**src/rtl/parking_meter_pkg.sv**
```systemverilog
// Shared display-bus constants: cathode patterns, anode codes, display-state encoding.
package parking_meter_pkg;

    localparam int unsigned SEG_W   = 7;
    localparam int unsigned AN_W    = 4;
    localparam int unsigned DIGIT_W = 4;

    // Active-low segments a..g, MSB = a
    localparam logic [SEG_W-1:0] SEG_0     = 7'b0000001;
    localparam logic [SEG_W-1:0] SEG_1     = 7'b1001111;
    localparam logic [SEG_W-1:0] SEG_2     = 7'b0010010;
    localparam logic [SEG_W-1:0] SEG_3     = 7'b0000110;
    localparam logic [SEG_W-1:0] SEG_4     = 7'b1001100;
    localparam logic [SEG_W-1:0] SEG_5     = 7'b0100100;
    localparam logic [SEG_W-1:0] SEG_6     = 7'b0100000;
    localparam logic [SEG_W-1:0] SEG_7     = 7'b0001111;
    localparam logic [SEG_W-1:0] SEG_8     = 7'b0000000;
    localparam logic [SEG_W-1:0] SEG_9     = 7'b0000100;
    localparam logic [SEG_W-1:0] SEG_BLANK = 7'b1111111;

    localparam logic [AN_W-1:0] AN_ONES      = 4'b1110;
    localparam logic [AN_W-1:0] AN_TENS      = 4'b1101;
    localparam logic [AN_W-1:0] AN_HUNDREDS  = 4'b1011;
    localparam logic [AN_W-1:0] AN_THOUSANDS = 4'b0111;
    localparam logic [AN_W-1:0] AN_BLANK     = 4'b1111;

    typedef enum logic [1:0] {
        DISP_DARK       = 2'd0,
        DISP_STEADY     = 2'd1,
        DISP_FLASH_FAST = 2'd2,
        DISP_FLASH_SLOW = 2'd3
    } disp_state_t;

    typedef struct packed {
        logic [AN_W-1:0]  anodes;
        logic [SEG_W-1:0] cathodes;
    } seg_sample_t;

endpackage

```
**src/rtl/seg7_pattern_decode.sv**
```systemverilog
// Combinational cathode-pattern to BCD digit lookup; valid_c low for any non-digit pattern.
module seg7_pattern_decode
    import parking_meter_pkg::*;
(
    input  logic [SEG_W-1:0]   pattern,
    output logic [DIGIT_W-1:0] digit_c,
    output logic               valid_c
);

    always_comb begin
        digit_c = '0;
        valid_c = 1'b1;
        case (pattern)
            SEG_0:   digit_c = DIGIT_W'(0);
            SEG_1:   digit_c = DIGIT_W'(1);
            SEG_2:   digit_c = DIGIT_W'(2);
            SEG_3:   digit_c = DIGIT_W'(3);
            SEG_4:   digit_c = DIGIT_W'(4);
            SEG_5:   digit_c = DIGIT_W'(5);
            SEG_6:   digit_c = DIGIT_W'(6);
            SEG_7:   digit_c = DIGIT_W'(7);
            SEG_8:   digit_c = DIGIT_W'(8);
            SEG_9:   digit_c = DIGIT_W'(9);
            default: valid_c = 1'b0;
        endcase
    end

endmodule

```
**src/rtl/seven_seg_scan_decoder.sv**
```systemverilog
// Passive monitor of the multiplexed 7-seg bus: rebuilds four BCD digits and classifies flashing.
// Optional scan-order checking is enabled by defining SCAN_ORDER_CHECK_EN.
module seven_seg_scan_decoder
    import parking_meter_pkg::*;
#(
    parameter int unsigned FAST_MAX   = 75,
    parameter int unsigned DARK_MIN   = 255,
    parameter int unsigned STEADY_MIN = 250
) (
    input  logic               clk,
    input  logic               rst,
    input  logic [AN_W-1:0]    led_anodes,
    input  logic [SEG_W-1:0]   led_cathodes,
    output logic [DIGIT_W-1:0] val1,
    output logic [DIGIT_W-1:0] val2,
    output logic [DIGIT_W-1:0] val3,
    output logic [DIGIT_W-1:0] val4,
    output logic               frame_valid,
    output logic               digit_err,
    output logic [1:0]         disp_state,
    output logic               order_err
);

    localparam int unsigned RUN_W   = 8;
    localparam int unsigned POS_W   = 2;
    localparam int unsigned NUM_POS = 4;

    localparam logic [RUN_W-1:0] FAST_LIM   = RUN_W'(FAST_MAX);
    localparam logic [RUN_W-1:0] DARK_LIM   = RUN_W'(DARK_MIN);
    localparam logic [RUN_W-1:0] STEADY_LIM = RUN_W'(STEADY_MIN);

    // Stage 1: input sample register, reset to a blank sample
    seg_sample_t sample_q;

    always_ff @(posedge clk) begin
        if (rst) begin
            sample_q <= '{anodes: AN_BLANK, cathodes: SEG_BLANK};
        end else begin
            sample_q <= '{anodes: led_anodes, cathodes: led_cathodes};
        end
    end

    logic [DIGIT_W-1:0] digit_c;
    logic               pattern_ok_c;

    seg7_pattern_decode u_pattern_decode (
        .pattern (sample_q.cathodes),
        .digit_c (digit_c),
        .valid_c (pattern_ok_c)
    );

    // Anode code to digit position (0 = ones .. 3 = thousands)
    logic [POS_W-1:0] pos_c;
    logic             is_digit_c;
    logic             is_blank_c;

    always_comb begin
        pos_c      = '0;
        is_digit_c = 1'b1;
        is_blank_c = 1'b0;
        case (sample_q.anodes)
            AN_ONES:      pos_c = POS_W'(0);
            AN_TENS:      pos_c = POS_W'(1);
            AN_HUNDREDS:  pos_c = POS_W'(2);
            AN_THOUSANDS: pos_c = POS_W'(3);
            AN_BLANK: begin
                is_digit_c = 1'b0;
                is_blank_c = 1'b1;
            end
            default:      is_digit_c = 1'b0;
        endcase
    end

    // Stage 2: frame assembly and flash classifier
    logic [NUM_POS-1:0][DIGIT_W-1:0] shadow_q, shadow_n;
    logic [NUM_POS-1:0][DIGIT_W-1:0] val_q, val_n;
    logic [NUM_POS-1:0]              mask_q, mask_n, mask_upd_c;
    logic [RUN_W-1:0]                blank_q, blank_n;
    logic [RUN_W-1:0]                lit_q, lit_n;
    logic                            frame_q, frame_n;
    logic                            derr_q, derr_n;
    disp_state_t                     state_q, state_n;

    always_ff @(posedge clk) begin
        if (rst) begin
            shadow_q <= '0;
            val_q    <= '0;
            mask_q   <= '0;
            blank_q  <= '0;
            lit_q    <= '0;
            frame_q  <= 1'b0;
            derr_q   <= 1'b0;
            state_q  <= DISP_DARK;
        end else begin
            shadow_q <= shadow_n;
            val_q    <= val_n;
            mask_q   <= mask_n;
            blank_q  <= blank_n;
            lit_q    <= lit_n;
            frame_q  <= frame_n;
            derr_q   <= derr_n;
            state_q  <= state_n;
        end
    end

    always_comb begin
        shadow_n   = shadow_q;
        val_n      = val_q;
        mask_n     = mask_q;
        mask_upd_c = mask_q;
        blank_n    = blank_q;
        lit_n      = lit_q;
        frame_n    = 1'b0;
        derr_n     = 1'b0;
        state_n    = state_q;

        if (is_blank_c) begin
            lit_n = '0;
            if (blank_q != DARK_LIM) begin
                blank_n = blank_q + RUN_W'(1);
            end
            if (blank_n == DARK_LIM) begin
                state_n = DISP_DARK;
            end
        end else if (is_digit_c) begin
            // A lit sample closes any blank run shorter than the dark threshold
            if ((blank_q != '0) && (blank_q < DARK_LIM)) begin
                state_n = (blank_q <= FAST_LIM) ? DISP_FLASH_FAST : DISP_FLASH_SLOW;
            end
            blank_n = '0;
            if (lit_q != STEADY_LIM) begin
                lit_n = lit_q + RUN_W'(1);
            end
            if (lit_n == STEADY_LIM) begin
                state_n = DISP_STEADY;
            end

            if (pattern_ok_c) begin
                shadow_n[pos_c] = digit_c;
                mask_upd_c      = mask_q | (NUM_POS'(1) << pos_c);
                if (&mask_upd_c) begin
                    val_n   = shadow_n;
                    frame_n = 1'b1;
                    mask_n  = '0;
                end else begin
                    mask_n  = mask_upd_c;
                end
            end else begin
                derr_n = 1'b1;
            end
        end else begin
            derr_n = 1'b1;
        end
    end

`ifdef SCAN_ORDER_CHECK_EN
    // Expected scan order ones -> tens -> hundreds -> thousands -> ones
    logic             capture_c;
    logic [POS_W-1:0] last_q;
    logic             tracked_q;
    logic             order_q;

    assign capture_c = is_digit_c & pattern_ok_c;

    always_ff @(posedge clk) begin
        if (rst) begin
            last_q    <= '0;
            tracked_q <= 1'b0;
            order_q   <= 1'b0;
        end else begin
            order_q <= 1'b0;
            if (capture_c) begin
                order_q   <= tracked_q && (pos_c != POS_W'(last_q + POS_W'(1)));
                last_q    <= pos_c;
                tracked_q <= 1'b1;
            end
        end
    end

    assign order_err = order_q;
`else
    assign order_err = 1'b0;
`endif

    assign val1        = val_q[3];
    assign val2        = val_q[2];
    assign val3        = val_q[1];
    assign val4        = val_q[0];
    assign frame_valid = frame_q;
    assign digit_err   = derr_q;
    assign disp_state  = state_q;

endmodule
```
**config.mk**
```make
export PLATFORM = sky130hd
export DESIGN_NAME = seven_seg_scan_decoder
export DESIGN_NICKNAME = d
export VERILOG_FILES = /design/src/rtl/parking_meter_pkg.sv /design/src/rtl/seg7_pattern_decode.sv /design/src/rtl/seven_seg_scan_decoder.sv
export SDC_FILE = /design/constraint.sdc
export NUM_CORES = 1
export LEC_CHECK = 0
export BUFFER_PORTS_ARGS = -buffer_cell sky130_fd_sc_hd__clkbuf_2
export CAP_MARGIN = 15
export CORE_UTILIZATION = 60
export CTS_BUF_LIST = sky130_fd_sc_hd__clkbuf_8
export DETAILED_ROUTE_END_ITERATION = 8
export PLACE_DENSITY = 0.86
export SYNTH_ARGS = -nofsm -noshare
export SYNTH_HDL_FRONTEND = slang
export SYNTH_SLANG_ARGS = --single-unit
export TNS_END_PERCENT = 5
```
**constraint.sdc**
```tcl
create_clock -name clk -period 2.5 [get_ports clk]
set_input_delay 0.125 -clock clk [delete_from_list [all_inputs] [get_ports clk]]
set_output_delay 0.125 -clock clk [all_outputs]
set_load 0.01 [all_outputs]
```
# Word level (Yosys, flattened, before mapping)
# Cells that the tools add are included.
op_classes:
  addsub: 2
  mul: 0
  div: 0
  n_lt_le_gt_ge: 4
  n_eq_ne: 19
  shift: 1
  muxes: 25
  bitwise_logic: 4
  reduce_logical: 14
op_table:
  columns: ["cell", "count"]
  rows:
  - ["$mux 8", 7]
  - ["$pmux 4 s9", 1]
  - ["$add 8x1->8 const B", 2]
  - ["$bwmux 16", 1]
  - ["$eq 4x4->1 const B", 4]
  - ["$eq 8x8->1 const B", 2]
  - ["$ne 8x8->1 const B", 2]
  - ["$eq 7x3->1 const B", 2]
  - ["$eq 7x6->1 const B", 2]
  - ["$eq 7x7->1 const B", 2]
  - ["$mux 2", 5]
  - ["$reduce_or 10->1", 1]
  - ["$demux 4 s2", 1]
  - ["$le 8x7->1 const B", 1]
  - ["$lt 8x8->1 const B", 1]
  - ["$mux 4", 2]
  - ["$reduce_bool 8->1", 1]
  - ["$reduce_or 4->1", 2]
  - ["$eq 7x1->1 const B", 1]
  - ["$eq 7x4->1 const B", 1]
  - ["$eq 7x5->1 const B", 1]
  - ["$logic_not 7->1", 1]
  - ["$mux 1", 7]
  - ["$reduce_and 7->1", 1]
  - ["other kinds (14)", 18]
totals:
  regBits: 67
  latch_bits: 0
  ram_bits: 0
  romBits: 0
  output_inout_bits: 21
  mem_count: 0

# Logic depth before layout (Yosys ltp)
# Gate-level depths: netlist of run 1.
logic_depth:
  word_depth: 9
  mapped_depth: 9

# Hierarchy
# A second synthesis of run 1 with hierarchy kept.
hier_totals:
  hier_cells: 392
  area_unflattened_um2: 3309.4
by_module_without_submodules:
  columns: ["module", "n_inst", "cells_per_inst", "area_each_um2"]
  rows:
  - ["seven_seg_scan_decoder", 1, 368, 3126.7]
  - ["seg7_pattern_decode", 1, 24, 182.7]

# Worst setup path before layout of run 1
# OpenSTA, ideal clock, no wires.
synth_path:
  kind: "reg2reg"
  startpoint: "register sample_q[5] (netlist bit)"
  endpoint: "register val_q, in the netlist val1[2]"
  setup_ps: 128
  arrival_ps: 1779
  required_ps: 2372
  setup_slack_ps: 594
  path_stages_with_launch: 8
  n_path_buf: 1
  synth_period_minus_slack_ps: 1906
  path_cell_list: "dfxtp_1 or3b_1 a2111o_1 nand3_2 o211a_4 buf_6 mux2i_1 nor2_1"
synth_between:
  elab_chain_len: 4
  elab_cells_between_ends: 15
  classes_between: "9 x eq/ne; 3 x mux; 3 x reduce/logical"
synth_lines:
  columns: ["element", "line", "text"]
  rows:
  - ["start: declaration", "seven_seg_scan_decoder.sv:33", "seg_sample_t sample_q;"]
  - ["start signal: assignment", "seven_seg_scan_decoder.sv:37", "sample_q <= '{anodes: AN_BLANK, cathodes: SEG_BLANK};"]
  - ["start signal: assignment", "seven_seg_scan_decoder.sv:39", "sample_q <= '{anodes: led_anodes, cathodes: led_cathodes};"]
  - ["$eq 7x1->1 (tied with other cells)", "seg7_pattern_decode.sv:13", "case (pattern)"]
  - ["$reduce_or 10->1 (no source line)", null, null]
  - ["$mux 1", "seg7_pattern_decode.sv:13", null]
  - ["$reduce_and 7->1 (no source line)", null, null]
  - ["end signal: assignment", "seven_seg_scan_decoder.sv:96", "val_q <= val_n;"]
  - ["end: declaration", "seven_seg_scan_decoder.sv:76", "logic [NUM_POS-1:0][DIGIT_W-1:0] val_q, val_n;"]
# Parallel ways exist; a longest one is shown, timed or not.
# A chain may end at the register's enable or synchronous reset.

# Worst setup path after layout of run 1
layout_path:
  startpoint: "register sample_q[2] (netlist bit)"
  endpoint: "register val_q, in the netlist val1[3]"
# The elaborated chain is that of the path after synthesis.

==> results.sh, run 1 <==
export IMPL_syn_area_um2=3280
export IMPL_clkSlewWorstSetupHoldPaths_ps=80
export IMPL_period_needed_ps=2360
export IMPL_endpoint_kind="flip-flop"
export IMPL_dieArea_um2=5770
export IMPL_finalInstanceArea_um2=3830
export IMPL_cts_root_buf="clkbuf_8"
export IMPL_htree_levels=3
export IMPL_max_cap_viol_count=0
export IMPL_synth_cells=384
export IMPL_yosysTopAreaCell="dfxtp_1"
export IMPL_diodes=0
export IMPL_whs_ps=372
export IMPL_cp_required_ps=2760
export IMPL_drc=0
export IMPL_start_util=0.634
export IMPL_total_leakage_power_nw=1.51
export IMPL_synth_distinct_cells=53
export IMPL_final_cell_mix="66 x dfxtp_1, 43 x nor2_1, 37 x nand2_1"
export IMPL_powerDensity_nw_per_um2=600
export IMPL_slew_violations=0
export IMPL_crit_type="reg2reg"
export IMPL_first_pass_iters=5
export IMPL_status="finished, final reports clean"
export IMPL_min_path_cells=2
export IMPL_met3_length_um=403
export IMPL_synth_compound_area_frac=0.172
export IMPL_cts_sinks=67
export IMPL_rsz0062_at_grt="true"
export IMPL_yosys_warnings=0
export IMPL_num_vias=2937
export IMPL_fp_row_count=26
export IMPL_synthAdderAreaFrac=0.0191
export IMPL_clock_path_buffers=2
export IMPL_synth_simple_gate_area_frac=0.243
export IMPL_layout_commonest_cell="dfxtp_1"
export IMPL_synth_seq_cells=67
export IMPL_grtUsageTotal=0.271
export IMPL_nNetsFinal=441
export IMPL_gp_congestion=0.852
export IMPL_fmax_ghz=0.424
export IMPL_grt_pass1_wl_mm=12.5
export IMPL_avgRoutedWirePerCell_um=15.0
export IMPL_worstPathArrival_ps=2610
export IMPL_reg2reg_depth=6
export IMPL_syn_avg_cell_area_um2=8.55
export IMPL_die_w_um=76.0
export IMPL_max_vdd_ir_drop_mv=0.593
export IMPL_cts_tree="built"
export IMPL_wl_met1_mm=3.31
export IMPL_setup_viol=0
export IMPL_worstPathMaxFanout=30
export IMPL_wl_met2_mm=3.63
export IMPL_relSlewSlack=0.527
export IMPL_start_kind="flip-flop"
export IMPL_fin_worst_skew_ps=9.86
export IMPL_synth_nets=402
export IMPL_dp_final_hpwl_mm=4.97
export IMPL_yosys_top_cells_area="dfxtp_1 41%, mux2i_1 5.8%, nor2_1 4.9%"
export IMPL_cts_buffers=9
export IMPL_synth_top_family_by_area="simple AND/OR/NAND/NOR gates"
export IMPL_routed_wl_mm=7.47
export IMPL_synth_top_flop_cell="dfxtp_1"
export IMPL_drive_gt1_frac=0.196
export IMPL_antenna_found_initial=0
export IMPL_seq_area_frac_synth=0.409
export IMPL_period_share=0.942
export IMPL_pin_count=34
export IMPL_first_iter_violations=194
export IMPL_core_area_um2=5170
export IMPL_yosys_area_share_xor_xnor=0.0213
export IMPL_grt_max_degree=33
export IMPL_yosys_area_top_type_share=0.409
export IMPL_hold_viol=0
export IMPL_drt_antenna_violating_nets=0
export IMPL_die_y_um=76.0
export IMPL_synth_edf_count=0
export IMPL_worst_pin_slew_ps=708
export IMPL_grt_pass1_vias=2749
export IMPL_placed_area_um2=3470
export IMPL_synthMuxAreaShare=0.0820
export IMPL_grt_overflow_total=0
export IMPL_async_flop_share=0
export IMPL_hold_class="in2reg"
export IMPL_portBuffers=32
export IMPL_clk_latency_ps=350
export IMPL_fill_cells=376
export IMPL_routed_top_layer="met4"
export IMPL_via_per_inst=5.90
export IMPL_syn2layout_area_growth_pct=16.7
[layer usage]
metal / GRT usage / vias to the layer above
li1: - / 1439
met1: 0.325 / 1383
met2: 0.446 / 100
met3: 0.0855 / 15
met4: 0.113 / 0
met5: 0 / -
[final cells by class]
type	instances	area [um2]	area share
multi-input cells	281	1790	0.467
flip-flops and latches	67	1340	0.351
repair buffers	53	345	0.0902
clock buffers	9	124	0.0324
clock inverters	7	100	0.0261
well taps	70	87.6	0.0229
inverters	11	41.3	0.0108
[repair_timing]
action	4_1_cts	5_1_grt
gates resized for setup	1	3
hold buffers	11	0
endpoints found under the setup margin	19	5
hold endpoints to repair	11	0
gates cloned	0	0
pin swaps	0	1
setup buffers	0	0
[worst max-delay path, cell delays in order (launching register included)]
cell and delay [ps]:
dfxtp_1 370, nor4b_4 300, a31oi_1 110, o41ai_4 600, o211a_4 520, nor2_1 90
a311oi_1 260
[synth_stat cells, types with 6 or more instances]
cell type and instances:
clkbuf_1 11, xnor2_1 6, nand3_1 11, nor2_1 43, nor3_1 9, inv_1 11, o21ai_0 22, or2_2 12
a21oi_1 24, nand2_1 37, a211oi_1 8, mux2i_1 19, dfxtp_1 67, buf_2 7, a311oi_1 6, mux2_2 7
[kinds of logic (layout without fill, tap and decap cells)]
logic type | count (synthesis) | count (layout)
other | 1 | 1
buffers and inverters | 36 | 80
flip-flops | 67 | 67
multiplexers | 26 | 26
adder cells (fa/ha/maj) | 5 | 5
XOR/XNOR | 8 | 8
AND/OR/NAND/NOR | 156 | 156
AO/OA/AOI/OAI | 85 | 85
[metrics by stage]
stage	setup slack (ps)	util	TNS [ps]	std cells	power, mW
4_1_cts	151	0.738	0	498	2.31
3_5_place_dp	-58.0	0.671	-465	471	1.29
2_1_floorplan	594	-	0	384	1.24
5_1_grt	-14.3	0.740	-14.3	498	2.39
3_3_place_gp	58.7	0.671	0	471	1.28
6_report	144	0.740	0	498	2.30
[worst paths after layout]
| path | from | endpoint | slack, ps |
|---|---|---|---|
| worst max-delay path | sample_q[2]$_SDFF_PP1_ | val1[3]$_SDFFE_PP0P_ | 140 |
| worst min-delay path | rst | val4[2]$_SDFFE_PP0P_ | 370 |
| worst max register to register | sample_q[2]$_SDFF_PP1_ | val1[3]$_SDFFE_PP0P_ | 140 |
| worst min register to register | shadow_q[1]$_SDFFE_PP0P_ | shadow_q[1]$_SDFFE_PP0P_ | 460 |
[report_power, final]
| part | switching, mW | internal (mW) |
|---|---|---|
| sequential | 0.0294 | 1.08 |
| clock | 0.443 | 0.568 |
| combinational | 0.0956 | 0.0748 |
| total | 0.568 | 1.73 |
[flip-flops by register name, indices dropped and copies added, names as in the netlist, 8 cells and up]
signal    cells
sample_q     11
blank_q       8
lit_q         8
shadow_q     16
Note: power is estimated with default switching activity, not from simulation.
==> run 2: changes to the inputs <==
--- a/config.mk
+++ b/config.mk
@@ -5,6 +5,7 @@
 export SDC_FILE = /design/constraint.sdc
 export NUM_CORES = 1
 export LEC_CHECK = 0
+export ABC_AREA = 1
 export BUFFER_PORTS_ARGS = -buffer_cell sky130_fd_sc_hd__clkbuf_2
 export CAP_MARGIN = 15
 export CORE_UTILIZATION = 60
==> results.sh, run 2 <==
export IMPL_max_stage_delay_ps=370
export IMPL_drc=0
export IMPL_rsz0062_at_grt="false"
export IMPL_status="finished, final reports clean"
export IMPL_r2r_slack_ps=450
export IMPL_seq_power_share=0.525
export IMPL_top_regs="shadow_q (16), sample_q (11)"
export IMPL_critical_path_depth=9
export IMPL_syn_avg_cell_area_um2=6.80
export IMPL_syn_area_um2=3280
export IMPL_finalSetupTns_ps=0
export IMPL_fp_row_count=26
export IMPL_avgRoutedWirePerCell_um=12.1
export IMPL_max_cap_viol_count=0
export IMPL_period_needed_ps=2050
export IMPL_cts_sinks=67
export IMPL_internal_power_mw=1.56
export IMPL_routed_wl_mm=7.25
export IMPL_powerDensity_nw_per_um2=572
export IMPL_layout_commonest_cell="nand2_1"
export IMPL_die_w_um=75.9
export IMPL_setup_viol=0
export IMPL_synth_seq_cells=67
export IMPL_grt_pass1_vias=2757
export IMPL_period_share=0.818
export IMPL_power_switching_mw=0.585
export IMPL_num_vias=3184
export IMPL_total_leakage_power_nw=1.69
export IMPL_pwr_share_clk=0.375
export IMPL_diodes=0
export IMPL_synth_nets=500
export IMPL_synth_distinct_cells=35
export IMPL_start_util=0.633
export IMPL_placed_area_um2=3470
export IMPL_grt_overflow_total=0
export IMPL_fin_worst_skew_ps=8.42
export IMPL_worstPathMaxFanout=22
export IMPL_yosys_top_cells_area="dfxtp_1 41%, nand2_1 16%, o21ai_0 6.9%"
export IMPL_synth_top_flop_cell="dfxtp_1"
export IMPL_synth_edf_count=0
export IMPL_reg2reg_depth=9
export IMPL_drt_antenna_violating_nets=0
export IMPL_largest_reg_flops=16
export IMPL_synth_common_cells="140 x nand2_1, 67 x dfxtp_1, 57 x nor2_1, 45 x o21ai_0, 38 x inv_1"
export IMPL_cts_buffers=9
export IMPL_pin_count=34
export IMPL_synth_most_common_cell="nand2_1"
export IMPL_min_path_cells=2
export IMPL_clk_latency_ps=340
export IMPL_dieArea_um2=5760
export IMPL_final_cell_mix="140 x nand2_1, 67 x dfxtp_1, 57 x nor2_1"
export IMPL_yosys_warnings=0
export IMPL_slew_violations=0
export IMPL_seq_area_frac_synth=0.409
export IMPL_worstPathArrival_ps=2290
export IMPL_slowest_stage="dfxtp_1"
export IMPL_cp_required_ps=2750
export IMPL_hold_viol=0
export IMPL_die_y_um=75.9
export IMPL_syn2layout_area_growth_pct=14.7
export IMPL_via_per_inst=5.30
export IMPL_crit_type="reg2reg"
export IMPL_grt_pass1_wl_mm=11.8
export IMPL_yosys_area_top_type_share=0.409
export IMPL_grt_max_degree=32
export IMPL_nNetsFinal=544
export IMPL_comb_power_share=0.100
export IMPL_htree_levels=3
export IMPL_yosysTopAreaCell="dfxtp_1"
export IMPL_synth_cells=482
export IMPL_clkSlewWorstSetupHoldPaths_ps=80
export IMPL_first_pass_iters=5
export IMPL_async_flop_share=0
export IMPL_endpoint_kind="flip-flop"
export IMPL_portBuffers=32
export IMPL_regMostFlops="shadow_q"
export IMPL_path_cells="nand2_2 -> nor3_2 -> nor2_2 -> nand2_2 -> nand2_4 -> inv_2 -> nand2_1 -> nand2_1 -> nor2_1"
export IMPL_hold_class="in2reg"
export IMPL_cts_setup_buffers=0
export IMPL_start_kind="flip-flop"
export IMPL_dp_final_hpwl_mm=4.84
export IMPL_fmax_ghz=0.489
export IMPL_finalInstanceArea_um2=3760
export IMPL_drive_gt1_frac=0.175
export IMPL_first_iter_violations=229
export IMPL_fill_cells=412
export IMPL_grtUsageTotal=0.273
export IMPL_clock_path_buffers=2
export IMPL_sw_frac_of_total=0.272
export IMPL_max_vdd_ir_drop_mv=0.400
export IMPL_cp_num_buf_inv=1
export IMPL_antenna_found_initial=0
export IMPL_cts_root_buf="clkbuf_8"
export IMPL_gp_congestion=0.902
export IMPL_cp_top_family="simple AND/OR/NAND/NOR gates"
export IMPL_core_area_um2=5170
export IMPL_cts_tree="built"
run 2: metrics by stage:
stage                     setup slack (ps)   util  power [mW]  hold WS [ps]  cells
after floorplan                        898      -        1.30           229    482
after global placement                 615  0.671        1.34           308    574
after detailed placement               538  0.671        1.35           310    574
after CTS                              491  0.727        2.15           193    601
after global routing                   278  0.727        2.24           235    601
final                                  454  0.727        2.15           216    601
run 2: worst paths after layout:
| check | from | endpoint |
|---|---|---|
| worst max-delay path | sample_q[7]$_SDFF_PP1_ | shadow_q[7]$_SDFFE_PP0P_ |
| worst min-delay path | rst | blank_q[0]$_SDFFE_PP0P_ |
| worst max register to register | sample_q[7]$_SDFF_PP1_ | shadow_q[7]$_SDFFE_PP0P_ |
| worst min register to register | disp_state[1]$_SDFFE_PP0P_ | disp_state[1]$_SDFFE_PP0P_ |
run 2: power by group through the flow:
stage / combinational, mW / sequential, mW / clock (mW)
finish: 0.215 / 1.13 / 0.805
CTS: 0.211 / 1.13 / 0.816
floorplan: 0.149 / 1.15 / 0
global placement: 0.190 / 1.15 / 0
global route: 0.246 / 1.13 / 0.866
detailed placement: 0.196 / 1.15 / 0
run 2: routing by layer:
layer	track usage	vias up	share of wire
met2	0.465	107	0.49
met3	0.0595	13	0.046
met4	0.113	0	0.018
met1	0.332	1441	0.45
li1	-	1623	-
met5	0	-	0
run 2: kinds of logic after synthesis:
group / share of synthesized area
and+or+nand+nor: 0.368
buffers and inverters: 0.0779
DFF: 0.409
AOI/OAI and AO/OA: 0.119
adders and majority gates: 0.0191
xor gates and xnor gates: 0.00535
other: 0.00114
run 2: repair_timing:
item / 4_1_cts / 5_1_grt
resized for setup: 0 / 0
endpoints found under the hold margin: 11 / 0
hold buffers: 11 / 0
run 2: final cells by class:
| cell class | instances | area [um2] | share of cell area |
|---|---|---|---|
| timing repair buffer | 45 | 285 | 0.0759 |
| clock buffer | 10 | 138 | 0.0366 |
| sequential | 67 | 1340 | 0.357 |
| tap | 70 | 87.6 | 0.0233 |
| inverter | 49 | 188 | 0.0499 |
| multi-input combinational | 354 | 1680 | 0.447 |
| clock inverter | 6 | 40.0 | 0.0107 |
run 2: worst register-to-register path, delay by kind of cell, from the launching register on:
kind / cells / cell delay (ps)
and+or+nand+nor: 8 / 1240
buffers and inverters: 1 / 330
DFF: 1 / 370
==> run 3: changes to the inputs <==
==> constraint.sdc (replaced) <==
create_clock -name clk -period 1.9 [get_ports clk]
set_input_delay 0.095 -clock clk [delete_from_list [all_inputs] [get_ports clk]]
set_output_delay 0.095 -clock clk [all_outputs]
set_load 0.01 [all_outputs]
==> results.sh, run 3 (synthesis results as in run 2) <==
export IMPL_cts_sinks=67
export IMPL_antenna_found_initial=0
export IMPL_cp_required_ps=2140
export IMPL_cts_tree="built"
export IMPL_start_util=0.633
export IMPL_clkSlewWorstSetupHoldPaths_ps=70
export IMPL_endpoint_kind="flip-flop"
export IMPL_fin_worst_skew_ps=6.53
export IMPL_placedCellCount=583
export IMPL_cp_top_family="simple AND/OR/NAND/NOR gates"
export IMPL_hp_start="rst"
export IMPL_grt_overflow_total=0
export IMPL_first_pass_iters=4
export IMPL_slew_violations=0
export IMPL_fmax_ghz=0.556
export IMPL_grtUsageTotal=0.279
export IMPL_period_needed_ps=1800
export IMPL_worstPathMaxFanout=10
export IMPL_dp_final_hpwl_mm=5.08
export IMPL_grt_pass1_wl_mm=12.0
export IMPL_top_regs="shadow_q (16), sample_q (11)"
export IMPL_num_vias=3272
export IMPL_finalInstanceArea_um2=3880
export IMPL_reg2reg_depth=13
export IMPL_first_iter_violations=204
export IMPL_layout_commonest_cell="nand2_1"
export IMPL_syn2layout_area_growth_pct=18.5
export IMPL_grt_pass1_vias=2828
export IMPL_worstPathArrival_ps=2040
export IMPL_critical_path_depth=13
export IMPL_status="finished, final reports clean"
export IMPL_routed_wl_mm=7.61
export IMPL_regMostFlops="shadow_q"
export IMPL_portBuffers=32
export IMPL_hold_class="in2reg"
export IMPL_nNetsFinal=553
export IMPL_period_share=0.946
export IMPL_max_vdd_ir_drop_mv=0.521
export IMPL_r2r_slack_ps=100
export IMPL_max_stage_delay_ps=380
export IMPL_min_path_cells=3
export IMPL_path_cells="nor2_2 -> inv_1 -> nor2_1 -> nand2_1 -> nand2_1 -> nor2_2 -> nand3_2 -> nand2_4 -> nor2_4 -> nand2_4 -> clkinv_2 -> nand2_1 -> nand2_1"
export IMPL_pre_cts_ws_ps=71.6
export IMPL_powerDensity_nw_per_um2=763
export IMPL_drive_gt1_frac=0.202
export IMPL_cts_buffers=9
export IMPL_drc=0
export IMPL_rsz0062_at_grt="true"
export IMPL_htree_levels=3
export IMPL_fp_row_count=26
export IMPL_r2r_start="sample_q[1]$_SDFF_PP1_"
export IMPL_relSlewSlack=0.643
export IMPL_finalNonFillerCells=610
export IMPL_cts_root_buf="clkbuf_8"
export IMPL_min_to="blank_q[1]$_SDFFE_PP0P_"
export IMPL_grt_max_degree=30
export IMPL_die_y_um=75.9
export IMPL_cp_common_cell="nand2_1"
export IMPL_start_kind="flip-flop"
export IMPL_pin_count=34
export IMPL_worst_slack_ps=102
export IMPL_largest_reg_flops=16
export IMPL_worst_pin_slew_ps=533
export IMPL_slowest_stage="dfxtp_1"
export IMPL_final_cell_mix="139 x nand2_1, 64 x dfxtp_1, 56 x nor2_1"
export IMPL_total_leakage_power_nw=1.76
export IMPL_max_cap_viol_count=0
export IMPL_postLayoutCoreUtil=0.751
export IMPL_setup_viol=0
export IMPL_core_area_um2=5170
export IMPL_via_per_inst=5.36
export IMPL_gp_congestion=0.921
export IMPL_avgRoutedWirePerCell_um=12.5
export IMPL_crit_type="reg2reg"
export IMPL_diodes=0
export IMPL_placed_area_um2=3540
export IMPL_fill_cells=390
export IMPL_reg2reg_to="val1[2]$_SDFFE_PP0P_"
export IMPL_clk_latency_ps=350
export IMPL_clock_path_buffers=2
export IMPL_cp_num_buf_inv=2
export IMPL_die_w_um=75.9
export IMPL_dieArea_um2=5760
export IMPL_hold_viol=0
export IMPL_drt_antenna_violating_nets=0
run 3: cell types whose count changed in the layout (fill, tap and decap cells not counted), moves of 2 or more:
cell,previous run,this run
buf_4,2,11
dfxtp_1,67,64
dfxtp_2,0,3
nand2_4,2,4
nor3_1,2,0
nor3_2,2,4
run 3: layout make-up:
type	instances	area (um2)	area share
clock buffer	10	138	0.0354
timing repair buffer	54	353	0.0909
sequential	67	1350	0.346
clock inverter	6	56.3	0.0145
tap	70	87.6	0.0226
multi-input combinational	354	1710	0.441
inverter	49	190	0.0490
run 3: through the flow:
step	TNS, ps	total power [mW]	hold slack [ps]
detailed placement	0	1.79	280
CTS	0	2.95	160
global route	-80.6	3.06	179
floorplan	0	1.71	199
global placement	0	1.77	278
finish	0	2.96	143
run 3: power breakdown:
| group | switching (mW) | internal, mW |
|---|---|---|
| clock | 0.544 | 0.630 |
| sequential | 0.0406 | 1.45 |
| combinational | 0.185 | 0.117 |
| total | 0.769 | 2.19 |
run 3: repair_timing:
item,4_1_cts,5_1_grt
hold endpoints to repair,11,0
gates resized for setup,0,13
buffers inserted,0,0
endpoints found under the setup margin,0,39
hold buffers,11,0
run 3: layer usage:
layer,GRT usage,vias up,routed length [um]
li1,-,1644,-
met1,0.329,1495,3270
met2,0.477,108,3770
met3,0.0542,25,372
met4,0.152,0,195
met5,0,-,0
run 3: worst max-delay path by stage:
stage / slack [ps] / from / to
2_1_floorplan: 300 / blank_q[0]$_SDFFE_PP0P_ / disp_state[0]$_SDFFE_PP0P_
3_3_place_gp: 180 / blank_q[1]$_SDFFE_PP0P_ / disp_state[0]$_SDFFE_PP0P_
3_5_place_dp: 70 / blank_q[0]$_SDFFE_PP0P_ / disp_state[0]$_SDFFE_PP0P_
4_1_cts: 7 / sample_q[6]$_SDFF_PP1_ / shadow_q[12]$_SDFFE_PP0P_
5_1_grt: -60 / blank_q[0]$_SDFFE_PP0P_ / disp_state[0]$_SDFFE_PP0P_
6_report: 100 / sample_q[1]$_SDFF_PP1_ / val1[2]$_SDFFE_PP0P_
run 3: tightest hold or removal path, cell delays in order:
cell	delay, ps
clkbuf_2	90
buf_4	210
a21oi_1	50
